$ cat config.mk
export PLATFORM = sky130hd
export DESIGN_NAME = gt_rst_seq
export DESIGN_NICKNAME = d
export VERILOG_FILES = /design/src/rtl/gt_rst_pkg.sv /design/src/rtl/gt_rst_seq_sync_2ff.sv /design/src/rtl/gt_rst_seq.sv
export SDC_FILE = /design/constraint.sdc
export NUM_CORES = 1
export LEC_CHECK = 0
export CAP_MARGIN = 20
export CORE_MARGIN = 5
export CORE_UTILIZATION = 53
export CTS_BUF_LIST = sky130_fd_sc_hd__clkbuf_8
export CTS_CLUSTER_DIAMETER = 150
export DETAILED_ROUTE_END_ITERATION = 10
export PLACE_DENSITY = 0.78
export SYNTH_ARGS = -nofsm -noshare
export SYNTH_HDL_FRONTEND = slang
export SYNTH_HIERARCHICAL = 1
export SYNTH_SLANG_ARGS = --single-unit
$ cat constraint.sdc
create_clock -name i_clk -period 2.15 [get_ports i_clk]
set_input_delay 0.3225 -clock i_clk [delete_from_list [all_inputs] [get_ports i_clk]]
set_output_delay 0.3225 -clock i_clk [all_outputs]
set_load 0.05 [all_outputs]
$ cat src/rtl/gt_rst_pkg.sv
// Purpose : shared types and constants for the GT reset sequencer slice.
// Latency : n/a (declarations only).
// Backpressure: n/a (declarations only).
//
// Contents: state encoding, cycle-counter width, retry-counter width and a
// saturating increment helper for the cycle counter.
package gt_rst_pkg;

   localparam int CNT_W   = 24;
   localparam int RETRY_W = 8;

   // Encoding is visible on o_state, so values are pinned explicitly.
   typedef enum logic [2:0] {
      ST_IDLE      = 3'd0,
      ST_WAIT_LOCK = 3'd1,
      ST_GT_RST    = 3'd2,
      ST_WAIT_DONE = 3'd3,
      ST_LINK_UP   = 3'd4
   } state_e;

   // Saturating increment: holds at all-ones instead of wrapping to zero.
   function automatic logic [CNT_W-1:0] cnt_sat_inc(input logic [CNT_W-1:0] v);
      return (&v) ? v : v + 1'b1;
   endfunction

endpackage

$ cat src/rtl/gt_rst_seq_sync_2ff.sv
// Purpose : two-flop synchronizer for one asynchronous level signal.
// Latency : 2 i_clk cycles from input change to o_q.
// Backpressure: none; free-running level path.
//
// Ports: i_clk clock, i_rst async active-high reset (clears both flops),
//        i_d asynchronous input, o_q synchronized output.
module sync_2ff (
   input  logic i_clk,
   input  logic i_rst,
   input  logic i_d,
   output logic o_q
);

   logic meta_d, meta_q;
   logic sync_d, sync_q;

   always_comb begin
      meta_d = i_d;
      sync_d = meta_q;
   end

   always_ff @(posedge i_clk or posedge i_rst) begin
      if (i_rst) begin
         meta_q <= 1'b0;
         sync_q <= 1'b0;
      end else begin
         meta_q <= meta_d;
         sync_q <= sync_d;
      end
   end

   assign o_q = sync_q;

endmodule

$ cat src/rtl/gt_rst_seq.sv
// Purpose : GT bring-up reset sequencer (lock -> GT reset pulse -> wait done -> link up).
// Latency : 2 cycles of input synchronization, then 1 cycle to registered outputs.
// Backpressure: none; status levels are sampled every cycle, no handshake.
//
// Ports: i_clk, i_rst (async, active-high); i_pll_lock, i_tx_done, i_rx_done
//        (async status levels); o_gt_rst, o_user_rst (active-high resets);
//        o_state (debug state encoding); o_retry_cnt (saturating watchdog retries).
// Build option: define RST_SEQ_WATCHDOG_EN to enable the WAIT_DONE watchdog;
//        without it WAIT_DONE waits forever and o_retry_cnt stays 0.
module gt_rst_seq
   import gt_rst_pkg::*;
#(
   parameter int P_GT_RST_CYCLE = 16,
   parameter int P_DONE_TIMEOUT = 1_000_000
) (
   input  logic               i_clk,
   input  logic               i_rst,
   input  logic               i_pll_lock,
   input  logic               i_tx_done,
   input  logic               i_rx_done,
   output logic               o_gt_rst,
   output logic               o_user_rst,
   output logic [2:0]         o_state,
   output logic [RETRY_W-1:0] o_retry_cnt
);

   // A zero-length GT reset is meaningless; it is stretched to one cycle.
   localparam logic [CNT_W-1:0] GT_RST_LAST =
      (P_GT_RST_CYCLE <= 1) ? '0 : CNT_W'(P_GT_RST_CYCLE - 1);
   localparam logic [CNT_W-1:0] DONE_LAST = CNT_W'(P_DONE_TIMEOUT - 1);

   logic lock_s, tx_done_s, rx_done_s;

   sync_2ff u_sync_lock (.i_clk(i_clk), .i_rst(i_rst), .i_d(i_pll_lock), .o_q(lock_s));
   sync_2ff u_sync_tx   (.i_clk(i_clk), .i_rst(i_rst), .i_d(i_tx_done),  .o_q(tx_done_s));
   sync_2ff u_sync_rx   (.i_clk(i_clk), .i_rst(i_rst), .i_d(i_rx_done),  .o_q(rx_done_s));

   state_e               state_d, state_q;
   logic [CNT_W-1:0]     cnt_d, cnt_q;
   logic [RETRY_W-1:0]   retry_d, retry_q;
   logic                 gt_rst_d, gt_rst_q;
   logic                 user_rst_d, user_rst_q;
   logic                 wd_expired;

`ifdef RST_SEQ_WATCHDOG_EN
   assign wd_expired = (cnt_q == DONE_LAST);
`else
   // Watchdog compiled out: the compare is forced false and folds away, it only
   // keeps the timeout parameter referenced so both builds share one interface.
   assign wd_expired = (cnt_q == DONE_LAST) & 1'b0;
`endif

   always_comb begin
      state_d = state_q;
      retry_d = retry_q;

      unique case (state_q)
         ST_IDLE: begin
            state_d = ST_WAIT_LOCK;
         end
         ST_WAIT_LOCK: begin
            if (lock_s) state_d = ST_GT_RST;
         end
         ST_GT_RST: begin
            if (!lock_s)                   state_d = ST_WAIT_LOCK;
            else if (cnt_q >= GT_RST_LAST) state_d = ST_WAIT_DONE;
         end
         ST_WAIT_DONE: begin
            if (!lock_s) begin
               state_d = ST_WAIT_LOCK;
            end else if (wd_expired) begin
               state_d = ST_GT_RST;
               retry_d = (&retry_q) ? retry_q : retry_q + 1'b1;
            end else if (tx_done_s && rx_done_s) begin
               state_d = ST_LINK_UP;
            end
         end
         ST_LINK_UP: begin
            if (!lock_s || !tx_done_s || !rx_done_s) state_d = ST_WAIT_LOCK;
         end
         default: begin
            state_d = ST_IDLE;
         end
      endcase

      // Counter restarts on every state change, otherwise counts up and sticks at max.
      cnt_d = (state_d != state_q) ? '0 : cnt_sat_inc(cnt_q);

      // Outputs are decoded from the next state so they change on the same edge as the state.
      gt_rst_d   = (state_d == ST_IDLE) || (state_d == ST_WAIT_LOCK) || (state_d == ST_GT_RST);
      user_rst_d = (state_d != ST_LINK_UP);
   end

   always_ff @(posedge i_clk or posedge i_rst) begin
      if (i_rst) begin
         state_q    <= ST_IDLE;
         cnt_q      <= '0;
         retry_q    <= '0;
         gt_rst_q   <= 1'b1;
         user_rst_q <= 1'b1;
      end else begin
         state_q    <= state_d;
         cnt_q      <= cnt_d;
         retry_q    <= retry_d;
         gt_rst_q   <= gt_rst_d;
         user_rst_q <= user_rst_d;
      end
   end

   assign o_gt_rst    = gt_rst_q;
   assign o_user_rst  = user_rst_q;
   assign o_state     = state_q;
   assign o_retry_cnt = retry_q;

endmodule
After elaboration in Yosys (flattened, before gate mapping)
Cells that the tools add are included.
{"block": "word_totals", "ff_bits": 35, "in_bits": 5, "output_inout_bits": 13, "word_cells": 41}
{"block": "classes", "add_sub_neg": 1, "n_lt_le_gt_ge": 1, "n_eq_ne": 9, "n_mux": 9, "reduce_logical": 11}
{"cell": "two-way mux 24 bit", "n": 2}
{"cell": "adder 24 x 1 -> 24 bit (second input constant)", "n": 1}
{"cell": "greater-or-equal comparator 24 x 4 -> 1 bit (second input constant)", "n": 1}
{"cell": "AND reduction 24 bit", "n": 1}
{"cell": "two-way mux 3 bit", "n": 6}
{"cell": "case mux 3 bit (5 select lines)", "n": 1}
{"cell": "== test 3 x 2 -> 1 bit (second input constant)", "n": 3}
{"cell": "== test 3 x 1 -> 1 bit (second input constant)", "n": 2}
{"cell": "zero test 3 bit", "n": 2}
{"cell": "logical OR 1 bit", "n": 4}
{"cell": "== test 3 bit (second input constant)", "n": 1}
{"cell": "zero test 1 bit", "n": 3}
{"cell": "inequality test 3 bit", "n": 1}
{"cell": "inequality test 3 bit (second input constant)", "n": 1}
{"cell": "inequality test 2 bit (second input constant)", "n": 1}
{"cell": "logical AND 1 bit", "n": 1}

Longest topological paths before layout
{"block": "depth", "word_depth": 8, "ltp_mapped": 7, "depth_no_buf": 6}

Cells and area by module
Netlist, hierarchy kept.
{"module": "gt_rst_seq", "instances": 1, "cells_per_inst": 183, "area_each_um2": 1651.6}
{"module": "sync_2ff", "instances": 3, "cells_per_inst": 3, "area_each_um2": 53.8}

Worst setup path before layout
OpenSTA, ideal clock, no wires.
{"block": "synth_timing", "kind": "flip-flop to flip-flop", "start": "register cnt_q[0]", "end": "register cnt_q[20]", "arrival_time_ps": 1870, "required_time_ps": 2018, "setup_slack_ps": 149, "stages_incl_launch_ff": 8, "n_path_buf": 1, "synth_period_minus_slack_ps": 2001, "path_cell_list": "dfrtp_1 > ha_1 > nand2_1 > or4_4 > buf_6 > nor4_1 > xnor2_1 > nor2_2"}
{"block": "synth_between", "elab_chain_len": 6}
{"item": "start, declared", "line_no": "gt_rst_seq.sv:39", "rtl": "logic [CNT_W-1:0] cnt_d, cnt_q;"}
{"item": "start signal, assigned", "line_no": "gt_rst_seq.sv:103", "rtl": "cnt_q <= cnt_d;"}
{"item": "greater-or-equal comparator 24 x 4 -> 1 bit", "line_no": "gt_rst_seq.sv:66", "rtl": "else if (cnt_q >= GT_RST_LAST) state_d = ST_WAIT_DONE;"}
{"item": "two-way mux 3 bit", "line_no": "gt_rst_seq.sv:66"}
{"item": "two-way mux 3 bit", "line_no": "gt_rst_seq.sv:65", "rtl": "if (!lock_s) state_d = ST_WAIT_LOCK;"}
{"item": "case mux 3 bit (5 select lines)", "line_no": "gt_rst_seq.sv:57", "rtl": "unique case (state_q)"}
{"item": "inequality test 3 bit", "line_no": "gt_rst_seq.sv:87", "rtl": "cnt_d = (state_d != state_q) ? '0 : cnt_sat_inc(cnt_q);"}
{"item": "inequality test 2 bit (no line) / two-way mux 24 bit (equally long branches)"}
Parallel ways exist; a longest one is shown, timed or not. The select of a mux whose other input is x is not followed.
A chain may end at the register's enable or synchronous reset.

Final worst setup path
Same ends and word-level chain as after synthesis.

==> results.md <==
- Status: finished clean
- Clock transition at path regs: 0.07 ns
- Chip Width: 68.5 µm
- Share of cells above drive strength 1: 14.6%
- Worst Path Max Fanout: 6
- PwrDens: 649 nW/µm²
- Crit path launch type: flip-flop
- Per-cell routed wire length: 14.6 µm
- Non-Filler Instances: 258
- Synthesized cell area: 1810 µm²
- HP Class: primary input to async pin
- Final-layout fill cell count: 272
- Core box area: 3340 µm²
- Seq cells post-synth: 35
- Grt ovf: 0
- Area growth from synthesis to layout: 16.0%
- Crit path required time: 2.32 ns
- CTS H-tree lvls: 2
- Max-Slew Margin vs Limit: 62.6%
- Register area share after synthesis: 48.4%
- P_leak: 0.841 nW
- Root Driver: clkbuf_8
- Type of the worst setup path: flip-flop to flip-flop
- Clk buf depth: 2
- Clk_skew: 0.00907 ns
- Synthesis Warnings: 6
- Register area: 878 µm²
- Largest net degree at the start of global routing: 30
- Initial DRC Count: 90
- DR vias: 1487
- Final ANT Viol Nets: 0
- Multi-input gate area: 888 µm²
- Via/cell ratio: 5.76
- Part of the cycle the worst path needs: 97.9%
- Placed cells: 247
- DR pass1 iterations: 4
- RSZ-0062 raised after global routing: yes
- Post-Route WL: 3.78 mm
- Cts bufs inserted: 5
- Worst skew pair latency: 0.29 ns
- Max VDD drop: 0.000455 V
- PortBufs: 9
- Syn Area/Cell: 9.44 µm²
- Final hold violation count: 0
- Dpl cell area: 1950 µm²
- Total GRT Usage: 18.3%
- Final setup violation count: 0
- TritonCTS clock tree: built
- CP Data Arrival Time: 2.28 ns
- Starting Density: 54.3%
- Finished Cell Area: 2100 µm²
- Final Max Tran Viols: 0
- # DRC: 0
- Post-detail-place hpwl: 2.56 mm
- Post-Synthesis Cells: 192
- Number of global-route vias before repair: 1409
- Clk sinks: 35
- Most common cell after layout, fill and taps aside: dfrtp_1
- Routability cong.: 0.863
- Max cap viols: 0
- Die area: 4690 µm²
- Ant. Diodes: 0
- Nets@finish: 217
- Initial antenna violation count: 0
- Fmax achieved: 475 MHz
- Hold_ws: 0.262 ns
- Most frequent cells in the layout: dfrtp_1, nor2_1, o21ai_0
- IO Pins: 18
- Unique masters post-synth: 40
- Post-CTS Hold Buffers: 0
- Global-route wire length before repair: 6.37 mm
- Die Height: 68.5 µm
- Nature of the critical path endpoint: flip-flop
- Worst Tran Pin Value: 0.555 ns
- Row count: 21
- Tmin final: 2.11 ns
## kinds of logic (layout without fill, tap and decap cells)
group	Yosys count	after routing	synth area share [%]
and+or+nand+nor	83	84	25.1
AOI/OAI and AO/OA	37	37	12.8
DFF	35	35	48.4
buffers and inverters	23	35	6.97
xor gates and xnor gates	11	11	5.31
adders and majority gates	1	1	0.690
other	1	8	0.207
muxes	1	1	0.552
## stage by stage
stage / worst slack, ns / total power, W / util [%] / setup TNS, ns
detailed placement: 0.0168 / 0.000893 / 58.4 / 0
floorplan: 0.149 / 0.000851 / - / 0
global route: -0.0261 / 0.00144 / 63.0 / -0.0530
global placement: 0.143 / 0.000887 / 58.4 / 0
CTS: 0.00188 / 0.00137 / 61.2 / 0
finish: 0.0446 / 0.00136 / 63.0 / 0
## path summary, 6_finish.rpt
kind | to | depth (start not counted) | slack [ns] | from
max | cnt_q[20] | 6 | 0.04 | cnt_q[0]
min | u_sync_lock/o_q | 2 | 0.26 | i_rst
max reg2reg | cnt_q[20] | 6 | 0.04 | cnt_q[0]
min reg2reg | u_sync_rx/o_q | 0 | 0.35 | u_sync_rx/meta_q
max in group asynchronous | o_gt_rst | 3 | 1.35 | i_rst
min in group i_clk | u_sync_rx/o_q | 0 | 0.35 | u_sync_rx/meta_q
## sequential cells by signal, indices dropped and copies added, names as in the netlist
name	flops
cnt_q	24
o_state	3
o_gt_rst	1
o_user_rst	1
u_sync_lock/meta_q	1
u_sync_lock/o_q	1
u_sync_rx/meta_q	1
u_sync_rx/o_q	1
u_sync_tx/meta_q	1
u_sync_tx/o_q	1
## cells in the mapped netlist
cell / number / area (µm²)
inv_1: 10 / 37.5
a31oi_1: 5 / 31.3
nand2b_1: 1 / 6.26
nand4_1: 5 / 31.3
dfrtp_1: 33 / 826
nor3_1: 5 / 25.0
o211ai_1: 2 / 15.0
nor2_1: 19 / 71.3
buf_6: 1 / 11.3
and4_1: 3 / 26.3
nor3b_1: 1 / 7.51
and2_1: 1 / 6.26
o2111ai_1: 2 / 17.5
nor2b_1: 3 / 18.8
o211a_1: 1 / 10.0
or3_1: 6 / 37.5
ha_1: 1 / 12.5
conb_1: 1 / 3.75
nor2_2: 3 / 18.8
nand3_1: 11 / 55.1
nor4_1: 9 / 56.3
nand3_2: 1 / 10.0
mux2i_1: 1 / 10.0
and3_1: 1 / 6.26
xnor2_1: 5 / 43.8
buf_4: 8 / 60.1
nor4b_1: 2 / 17.5
xor2_1: 6 / 52.6
o21ai_0: 12 / 60.1
a21oi_1: 9 / 45.0
dfstp_2: 2 / 52.6
o32ai_1: 1 / 8.76
a211oi_1: 2 / 15.0
o2111ai_2: 1 / 15.0
clkbuf_1: 2 / 7.51
nand2_1: 10 / 37.5
a21boi_0: 1 / 7.51
buf_2: 2 / 10.0
or4_4: 2 / 22.5
o22ai_1: 1 / 6.26
## critical path, cell delays in order (launching register included)
cell	delay [ns]
dfrtp_1	0.41
ha_2	0.25
nand2_2	0.09
or4_4	0.60
nor4_1	0.40
xnor2_1	0.20
nor2_2	0.04
## per-layer routing
layer	wire (µm)	track usage, %	vias up	share of wire (%)
li1	-	-	721	-
met3	140	5.09	9	3.7
met2	1960	28.7	26	52
met1	1600	23.3	731	42
met5	0	0	-	0
met4	81	7.94	0	2.1
## repair_timing
action	in CTS	in global routing
cloned	0	1
gates resized for setup	1	7
setup buffers	0	2
setup endpoints to repair	1	13
pin swaps	0	2
## area by class of cell
class,count,area share [%]
Inverter,10,1.78
Timing Repair Buffer,17,7.14
Clock buffer,6,3.93
Multi-Input combinational cell,142,42.2
Sequential cell,35,41.8
Clock inverter,2,0.416
Tap cell,46,2.74
## where the power goes
part | switching, W | total [W] | leakage [nW] | internal (W)
registers | 0.0000233 | 0.000703 | 0.462 | 0.000680
clock network | 0.000224 | 0.000477 | 0.0524 | 0.000253
logic | 0.000131 | 0.000184 | 0.326 | 0.0000538
total | 0.000378 | 0.00136 | 0.841 | 0.000987
Power figures use the tool's default switching activity.
